**src/rtl/cornet_bus_pkg.sv**
```systemverilog
// Shared definitions for the system-memory bus arbiter.
// Contents: FSM state encoding, owner ids, default bus widths and a
// saturating 4-bit counter helper.
package cornet_bus_pkg;

  localparam int BUS_ADDR_W = 16;
  localparam int BUS_DATA_W = 8;

  localparam logic OWNER_VID = 1'b0;
  localparam logic OWNER_CPU = 1'b1;

  typedef enum logic [1:0] {
    ST_IDLE  = 2'd0,
    ST_ISSUE = 2'd1,
    ST_WAIT  = 2'd2,
    ST_ACK   = 2'd3
  } bus_state_e;

  // Increment that sticks at all-ones instead of wrapping.
  function automatic logic [3:0] sat_inc4(input logic [3:0] value);
    if (value == 4'hF) begin
      return 4'hF;
    end else begin
      return value + 4'd1;
    end
  endfunction

endpackage

```
**src/rtl/mem_bus_arbiter.sv**
```systemverilog
// Arbitrates the single synchronous system-memory port between the video
// fetch unit and the CPU. Video has fixed priority, except that the CPU wins
// once it has lost CPU_MAX_WAIT arbitrations in a row. Each access runs
// IDLE -> ISSUE -> WAIT (MEM_LATENCY cycles) -> ACK -> IDLE.
//
// Ports:
//   clk, reset                     clock, synchronous active-high reset
//   vid_req, vid_addr              video level request and address
//   vid_rd_data, vid_ack           video read data (held) and 1-cycle ack
//   cpu_req, cpu_wr, cpu_addr,
//   cpu_wr_data                    CPU level request, direction, addr, data
//   cpu_rd_data, cpu_ack           CPU read data (held) and 1-cycle ack
//   mem_addr, mem_wr_en,
//   mem_wr_data, mem_rd_data       memory port (all outputs registered)
module mem_bus_arbiter
  import cornet_bus_pkg::*;
#(
  parameter int ADDR_W       = BUS_ADDR_W,
  parameter int MEM_LATENCY  = 2,
  parameter int CPU_MAX_WAIT = 3
) (
  input  logic                  clk,
  input  logic                  reset,
  input  logic                  vid_req,
  input  logic [ADDR_W-1:0]     vid_addr,
  output logic [BUS_DATA_W-1:0] vid_rd_data,
  output logic                  vid_ack,
  input  logic                  cpu_req,
  input  logic                  cpu_wr,
  input  logic [ADDR_W-1:0]     cpu_addr,
  input  logic [BUS_DATA_W-1:0] cpu_wr_data,
  output logic [BUS_DATA_W-1:0] cpu_rd_data,
  output logic                  cpu_ack,
  output logic [ADDR_W-1:0]     mem_addr,
  output logic                  mem_wr_en,
  output logic [BUS_DATA_W-1:0] mem_wr_data,
  input  logic [BUS_DATA_W-1:0] mem_rd_data
);

  // WAIT counts down from L-1 to 0; the zero cycle is the data-valid cycle.
  localparam logic [2:0] LAT_LAST_C = 3'(MEM_LATENCY - 1);
  localparam logic [3:0] MAX_WAIT_C = 4'(CPU_MAX_WAIT);

  bus_state_e state_r;
  bus_state_e next_state_s;
  logic [2:0] lat_cnt_r;
  logic [3:0] starve_cnt_r;
  logic       owner_r;
  logic       wr_r;
  logic       grant_cpu_s;
  logic       grant_vid_s;

  // Arbitration: only meaningful in IDLE; starved CPU beats video.
  always_comb begin
    grant_cpu_s = 1'b0;
    grant_vid_s = 1'b0;
    if (state_r == ST_IDLE) begin
      if (cpu_req && (starve_cnt_r >= MAX_WAIT_C)) begin
        grant_cpu_s = 1'b1;
      end else if (vid_req) begin
        grant_vid_s = 1'b1;
      end else if (cpu_req) begin
        grant_cpu_s = 1'b1;
      end else begin
        grant_cpu_s = 1'b0;
      end
    end else begin
      grant_vid_s = 1'b0;
    end
  end

  // Next-state logic of the access sequencer.
  always_comb begin
    next_state_s = state_r;
    case (state_r)
      ST_IDLE: begin
        if (grant_cpu_s || grant_vid_s) begin
          next_state_s = ST_ISSUE;
        end else begin
          next_state_s = ST_IDLE;
        end
      end
      ST_ISSUE: next_state_s = ST_WAIT;
      ST_WAIT: begin
        if (lat_cnt_r == 3'd0) begin
          next_state_s = ST_ACK;
        end else begin
          next_state_s = ST_WAIT;
        end
      end
      ST_ACK:  next_state_s = ST_IDLE;
      default: next_state_s = ST_IDLE;
    endcase
  end

  // State register.
  always_ff @(posedge clk) begin
    if (reset) begin
      state_r <= ST_IDLE;
    end else begin
      state_r <= next_state_s;
    end
  end

  // Access datapath: latch on grant, strobe write, capture data, pulse ack.
  always_ff @(posedge clk) begin
    if (reset) begin
      owner_r     <= OWNER_VID;
      wr_r        <= 1'b0;
      lat_cnt_r   <= 3'd0;
      mem_addr    <= '0;
      mem_wr_en   <= 1'b0;
      mem_wr_data <= 8'h00;
      vid_rd_data <= 8'h00;
      cpu_rd_data <= 8'h00;
      vid_ack     <= 1'b0;
      cpu_ack     <= 1'b0;
    end else begin
      // Strobes are single-cycle unless set below.
      mem_wr_en <= 1'b0;
      vid_ack   <= 1'b0;
      cpu_ack   <= 1'b0;
      case (state_r)
        ST_IDLE: begin
          if (grant_cpu_s) begin
            owner_r     <= OWNER_CPU;
            wr_r        <= cpu_wr;
            mem_addr    <= cpu_addr;
            mem_wr_data <= cpu_wr_data;
            mem_wr_en   <= cpu_wr;
          end else if (grant_vid_s) begin
            owner_r  <= OWNER_VID;
            wr_r     <= 1'b0;
            mem_addr <= vid_addr;
          end else begin
            owner_r <= owner_r;
          end
        end
        ST_ISSUE: begin
          lat_cnt_r <= LAT_LAST_C;
        end
        ST_WAIT: begin
          if (lat_cnt_r == 3'd0) begin
            // Ack is raised on entry to ACK so it is high for that cycle only.
            if (owner_r == OWNER_CPU) begin
              cpu_ack <= 1'b1;
              if (!wr_r) begin
                cpu_rd_data <= mem_rd_data;
              end else begin
                cpu_rd_data <= cpu_rd_data;
              end
            end else begin
              vid_ack     <= 1'b1;
              vid_rd_data <= mem_rd_data;
            end
          end else begin
            lat_cnt_r <= lat_cnt_r - 3'd1;
          end
        end
        ST_ACK: begin
          lat_cnt_r <= 3'd0;
        end
        default: begin
          lat_cnt_r <= 3'd0;
        end
      endcase
    end
  end

  // Starvation counter: lost CPU arbitrations since the last CPU grant.
  always_ff @(posedge clk) begin
    if (reset) begin
      starve_cnt_r <= 4'd0;
    end else if (grant_cpu_s) begin
      starve_cnt_r <= 4'd0;
    end else if (grant_vid_s && cpu_req) begin
      starve_cnt_r <= sat_inc4(starve_cnt_r);
    end else begin
      starve_cnt_r <= starve_cnt_r;
    end
  end

endmodule
```
**config.mk**
```make
export PLATFORM = sky130hd
export DESIGN_NAME = mem_bus_arbiter
export DESIGN_NICKNAME = d
export VERILOG_FILES = /design/src/rtl/cornet_bus_pkg.sv /design/src/rtl/mem_bus_arbiter.sv
export SDC_FILE = /design/constraint.sdc
export NUM_CORES = 1
export LEC_CHECK = 0
export CAP_MARGIN = 20
export CORE_MARGIN = 5
export CORE_UTILIZATION = 47
export CTS_BUF_LIST = sky130_fd_sc_hd__clkbuf_4 sky130_fd_sc_hd__clkbuf_8
export DETAILED_ROUTE_END_ITERATION = 12
export HOLD_SLACK_MARGIN = 0.02
export MAX_ROUTING_LAYER = met4
export PLACE_DENSITY = 0.89
export SLEW_MARGIN = 25
export SYNTH_ARGS = -nofsm -noshare
export SYNTH_HDL_FRONTEND = slang
export SYNTH_SLANG_ARGS = --single-unit
```
**constraint.sdc**
```tcl
create_clock -name clk -period 4.2 [get_ports clk]
set_input_delay 1.26 -clock clk [delete_from_list [all_inputs] [get_ports clk]]
set_output_delay 1.26 -clock clk [all_outputs]
set_load 0.05 [all_outputs]
```
After elaboration in Yosys (flattened, before gate mapping)
Index checks and enable logic that the tools add are counted.

cells by class
  $add $sub $neg = 2
  bitwise logic cells = 6
  multiplexer cells = 20
  equality and inequality tests = 5
  reductions and logical operators = 15
  $lt $le $gt $ge = 1

operator list
  operator                                                                             count
  16-bit 2-to-1 mux                                                                    2
  1-bit 2-to-1 mux                                                                     14
  3-bit one-hot mux with 3 select lines                                                1
  2-bit one-hot mux with 4 select lines                                                1
  1-bit inverter                                                                       6
  2-bit AND reduction                                                                  3
  3-bit OR reduction                                                                   2
  4-bit by 1-bit adder with 4-bit output, second input constant                        1
  2-bit equality test, second input constant                                           2
  4-bit equality test, second input constant                                           1
  4-bit by 2-bit greater-or-equal comparator with 1-bit output, second input constant  1
  4-bit 2-to-1 mux                                                                     1
  4-bit AND reduction                                                                  1
  3-bit logical NOT                                                                    1
  3-bit 2-to-1 mux                                                                     1
  3-bit AND reduction                                                                  1
  3-bit nonzero test                                                                   1
  3-bit by 1-bit subtractor with 3-bit output, second input constant                   1
  2-bit by 1-bit equality test with 1-bit output, second input constant                1
  1-bit logical AND                                                                    2
  2-bit logical NOT                                                                    1
  2-bit != test, second input constant                                                 1
  2-bit nonzero test                                                                   1
  2-bit OR reduction                                                                   1
  1-bit logical OR                                                                     1

word-level totals
  input bits = 53
  word-level logic and storage cells = 61
  flip-flop bits (word level) = 54
  output and inout bits = 43

Logic depth before layout (Yosys ltp)
  word-level depth = 7
  mapped depth = 8
  mapped depth without buffers = 6

Least setup slack after synthesis
No wires, ideal clock.

  path type = input -> register
  start = in vid_req
  end = reg owner_r
  data required time = 4072 ps
  data arrival time = 2241 ps
  path buffers = 2
  slack = 1831 ps
  stages on the path = 5
  path through = or4b_1 > buf_2 > buf_1 > a22oi_1 > nor2_1

between the ends
  longest elaborated chain between the ends = 5

ends and longest elaborated chain
  element                               RTL line                source
  start: declaration                    mem_bus_arbiter.sv:24   input logic vid_req,
  1-bit 2-to-1 mux                      mem_bus_arbiter.sv:60   end else if (vid_req) begin
  1-bit 2-to-1 mux                      mem_bus_arbiter.sv:58   if (cpu_req && (starve_cnt_r >= MAX_WAIT_C)) begin
  1-bit 2-to-1 mux                      mem_bus_arbiter.sv:57   if (state_r == ST_IDLE) begin
  2-bit nonzero test (no source line)   --
  2-bit AND reduction (no source line)  --
  end signal: assignment                mem_bus_arbiter.sv:136  owner_r <= owner_r;
  end: declaration                      mem_bus_arbiter.sv:48   logic owner_r;

Parallel ways exist; a longest one is shown, timed or not.
A chain may end at the register's enable or synchronous reset.

Worst setup path in the final report
  start = in vid_req
  end = reg mem_addr[10]

between the ends
  longest elaborated chain between the ends = 5

ends and longest elaborated chain
  element                               RTL line                source
  1-bit 2-to-1 mux                      mem_bus_arbiter.sv:60
  1-bit 2-to-1 mux                      mem_bus_arbiter.sv:58
  1-bit 2-to-1 mux                      mem_bus_arbiter.sv:57
  2-bit nonzero test (no source line)   --
  2-bit AND reduction (no source line)  --
  end signal: assignment                mem_bus_arbiter.sv:128  mem_addr <= cpu_addr;
  end signal: assignment                mem_bus_arbiter.sv:134  mem_addr <= vid_addr;
  end: declaration                      mem_bus_arbiter.sv:34   output logic [ADDR_W-1:0] mem_addr,

Parallel ways exist; a longest one is shown, timed or not.

==> run_summary.xml <==
<?xml version="1.0" encoding="UTF-8"?>
<metrics>
  <group name="clock_network">
    <metric name="total_of_hold_buffers_inserted_after_clock_tree_synthesis" unit="">0</metric>
    <metric name="clockRootBuffer" unit="">sky130_fd_sc_hd__clkbuf_8</metric>
    <metric name="clk-insertion-delay-late" unit="ns">0.30</metric>
    <metric name="max-clock-path-buffers" unit="">2</metric>
    <metric name="tritoncts_num_sinks" unit="">54</metric>
    <metric name="post-cts-setup-buffers" unit="">0</metric>
    <metric name="tritoncts" unit="">built</metric>
    <metric name="postCtsResizedCells" unit="">0</metric>
    <metric name="tritoncts.num_buffers" unit="">5</metric>
    <metric name="cts_htree_levels" unit="">2</metric>
    <metric name="cts.clk_slew.worst_paths" unit="ns">0.09</metric>
  </group>
  <group name="place">
    <metric name="number_of_buffers_added_on_ports" unit="">95</metric>
    <metric name="routabilityCongestion" unit="">0.772</metric>
    <metric name="hpwl_after_detailed_placement" unit="um">4260</metric>
    <metric name="dpl_cell_area" unit="mm2">0.00317</metric>
  </group>
  <group name="status">
    <metric name="outcome" unit="">completed</metric>
  </group>
  <group name="finish">
    <metric name="design_area" unit="mm2">0.00325</metric>
    <metric name="multi_input_comb_area" unit="mm2">0.00103</metric>
    <metric name="area.growth.synth_to_final" unit="%">46.5</metric>
    <metric name="insertedDiodeCount" unit="">0</metric>
    <metric name="seq_area" unit="mm2">0.00108</metric>
    <metric name="drive_above_1_share" unit="%">4.13</metric>
    <metric name="finalCoreUtilization" unit="%">69.8</metric>
    <metric name="fill_cells" unit="">387</metric>
    <metric name="finalNetCount" unit="">399</metric>
  </group>
  <group name="yosys">
    <metric name="synth_fp_nets" unit="">317</metric>
    <metric name="synth_flop_cell" unit="">sky130_fd_sc_hd__dfxtp_1</metric>
    <metric name="synthCells" unit="">257</metric>
    <metric name="yosysSeqAreaShare" unit="%">48.6</metric>
    <metric name="yosysTopAreaCell" unit="">sky130_fd_sc_hd__dfxtp_1</metric>
    <metric name="synth_cell_type_count" unit="">28</metric>
    <metric name="netlist_top_cells_area" unit="">sky130_fd_sc_hd__dfxtp_1, sky130_fd_sc_hd__a311oi_1, sky130_fd_sc_hd__nand3_1</metric>
    <metric name="yosys.cell_count.top_type" unit="">sky130_fd_sc_hd__dfxtp_1</metric>
    <metric name="count_of_synthesis_stage_warnings_from_yosys" unit="">0</metric>
    <metric name="number_of_storage_elements_in_the_synthesis_netlist" unit="">54</metric>
    <metric name="synthArstFlopShare" unit="%">0</metric>
    <metric name="netlist_top_cells_count" unit="">sky130_fd_sc_hd__dfxtp_1, sky130_fd_sc_hd__nor2_1, sky130_fd_sc_hd__nand3_1</metric>
    <metric name="synthDominantCellAreaShare" unit="%">48.6</metric>
    <metric name="synthesis.area" unit="mm2">0.00222</metric>
    <metric name="post_synth.cell_area_avg" unit="um2">8.65</metric>
    <metric name="synth_enable_flop_cells" unit="">0</metric>
  </group>
  <group name="worst_hold_path">
    <metric name="class_of_the_most_critical_hold_timing_path" unit="">flop to flop</metric>
  </group>
  <group name="die">
    <metric name="initial_utilization" unit="%">47.7</metric>
    <metric name="num_rows" unit="">25</metric>
    <metric name="design.core.area" unit="mm2">0.00466</metric>
    <metric name="die_w" unit="um">78.8</metric>
    <metric name="die_area" unit="mm2">0.00620</metric>
    <metric name="die_h" unit="um">78.8</metric>
    <metric name="io_pins" unit="">96</metric>
  </group>
  <group name="worst_setup_path">
    <metric name="critPathMaxFanout" unit="">14</metric>
    <metric name="worst-endpoint-required" unit="ns">4.40</metric>
    <metric name="crit_path_start_kind" unit="">input pin</metric>
    <metric name="cp_data_arrival_time" unit="ns">3.09</metric>
    <metric name="category_of_the_worst_setup_path_capture_point" unit="">flop</metric>
    <metric name="critPathKind" unit="">input pin to flop</metric>
  </group>
  <group name="detailed_routing">
    <metric name="postRouteWirelength" unit="um">5970</metric>
    <metric name="drt-vias-per-instance" unit="">5.47</metric>
    <metric name="drt_iter0_markers" unit="">119</metric>
    <metric name="dr.pass1.iters" unit="">4</metric>
    <metric name="drc" unit="">0</metric>
    <metric name="post_drt_wl_per_cell" unit="um">15.2</metric>
    <metric name="routed-via-count" unit="">2148</metric>
    <metric name="drt.antenna.violating_nets" unit="">0</metric>
  </group>
  <group name="timing">
    <metric name="fin_skew" unit="ns">0.00353</metric>
    <metric name="rsz0062_at_grt" unit="">no</metric>
    <metric name="max_freq" unit="MHz">346</metric>
    <metric name="final-max-slew-violation-count" unit="">0</metric>
    <metric name="finalHoldViolCount" unit="">0</metric>
    <metric name="period_share" unit="%">68.8</metric>
    <metric name="setup_viol" unit="">0</metric>
    <metric name="layout_min_cycle_time" unit="ns">2.89</metric>
    <metric name="final.hold.worst_slack" unit="ns">0.459</metric>
    <metric name="slew-limit-headroom" unit="%">36.4</metric>
    <metric name="final.setup.tns" unit="ns">0</metric>
    <metric name="timing_worst_slew_pin_value" unit="ns">0.954</metric>
  </group>
  <group name="global_routing">
    <metric name="grt_max_degree" unit="">55</metric>
    <metric name="globalRoute.totalOverflow" unit="">0</metric>
    <metric name="globalRouteTotalUtil" unit="%">19.5</metric>
    <metric name="first_global_vias" unit="">1975</metric>
    <metric name="antenna_found_initial" unit="">0</metric>
    <metric name="wire_length_of_the_first_global_routing_pass" unit="um">9340</metric>
  </group>
  <group name="pwr">
    <metric name="pwr_density_cell" unit="mW/mm2">424</metric>
    <metric name="leakage" unit="nW">1.21</metric>
    <metric name="worst_ir_drop_vdd" unit="uV">257</metric>
  </group>
  <group name="job">
    <metric name="max-cap-violations" unit="">0</metric>
  </group>
</metrics>
cells in the final DEF, fill, tap and decap left out, types with 2 or more instances in the layout:
master | Yosys | routed
sky130_fd_sc_hd__clkbuf_8 | 0 | 5
sky130_fd_sc_hd__a311oi_1 | 16 | 16
sky130_fd_sc_hd__inv_1 | 5 | 5
sky130_fd_sc_hd__clkbuf_4 | 0 | 2
sky130_fd_sc_hd__mux2i_1 | 8 | 8
sky130_fd_sc_hd__nand3_1 | 27 | 27
sky130_fd_sc_hd__clkdlybuf4s50_1 | 0 | 94
sky130_fd_sc_hd__nand2_1 | 21 | 21
sky130_fd_sc_hd__a21oi_1 | 21 | 21
sky130_fd_sc_hd__nor3b_1 | 3 | 3
sky130_fd_sc_hd__dfxtp_1 | 54 | 54
sky130_fd_sc_hd__ha_1 | 7 | 7
sky130_fd_sc_hd__o21ai_0 | 25 | 25
sky130_fd_sc_hd__nand3b_1 | 2 | 2
sky130_fd_sc_hd__a2bb2oi_1 | 2 | 2
sky130_fd_sc_hd__nor2_1 | 31 | 31
sky130_fd_sc_hd__buf_4 | 0 | 3
through the flow:
| stage | setup WS [ns] | std cells | total power, mW |
|---|---|---|---|
| after floorplan | 1.83 | 257 | 0.934 |
| after global placement | 1.04 | 386 | 1.10 |
| after detailed placement | 1.00 | 386 | 1.11 |
| after CTS | 1.33 | 393 | 1.39 |
| after global routing | 1.22 | 393 | 1.45 |
| final | 1.31 | 393 | 1.38 |
path summary, 6_finish.rpt:
path / start / to / slack (ns) / depth (start not counted)
min reg2reg: cpu_rd_data[0] / cpu_rd_data[0] / 0.46 / 2
min: cpu_rd_data[0] / cpu_rd_data[0] / 0.46 / 2
max reg2reg: starve_cnt_r[0] / mem_addr[7] / 2.20 / 5
max: vid_req / mem_addr[10] / 1.31 / 5
routing by layer:
metal / global-route usage, % / wire length, um / vias to the layer above
li1: - / - / 1067
met1: 22.6 / 2500 / 998
met2: 33.8 / 3060 / 76
met3: 4.42 / 304 / 7
met4: 6.12 / 107 / 0
met5: - / 0 / -
power breakdown:
part	leakage, nW	internal, mW	switching, mW	total [mW]
clock network	0.0452	0.128	0.153	0.281
registers	0.441	0.566	0.0284	0.594
logic	0.723	0.189	0.316	0.506
layout make-up:
class / count / area share (%)
flip-flops and latches: 54 / 33.2
clock buffers: 7 / 2.58
multi-input cells: 175 / 31.8
inverters: 5 / 0.577
repair buffers: 98 / 29.8
well taps: 54 / 2.08
flip-flops by register name (all words and copies together) (netlist names):
name / cells
mem_addr: 16
cpu_rd_data: 8
mem_wr_data: 8
vid_rd_data: 8
starve_cnt_r: 4
lat_cnt_r: 3
state_r: 2
cpu_ack: 1
mem_wr_en: 1
owner_r: 1
vid_ack: 1
wr_r: 1
kinds of logic (layout without fill, tap and decap cells):
group | after synthesis | in the layout | share of synthesized area (%)
compound gates | 68 | 68 | 18.8
flops | 54 | 54 | 48.6
simple gates | 92 | 92 | 20.2
fa+ha+maj | 7 | 7 | 3.94
mux | 8 | 8 | 3.60
buf+inv | 28 | 110 | 4.84
worst max-delay path: stages:
cell and delay (ns):
sky130_fd_sc_hd__clkdlybuf4s50_1 0.52, sky130_fd_sc_hd__nor4b_4 0.56, sky130_fd_sc_hd__buf_4 0.29, sky130_fd_sc_hd__o21ai_0 0.13
sky130_fd_sc_hd__a311oi_1 0.33
Note: power is estimated with default switching activity, not from simulation.
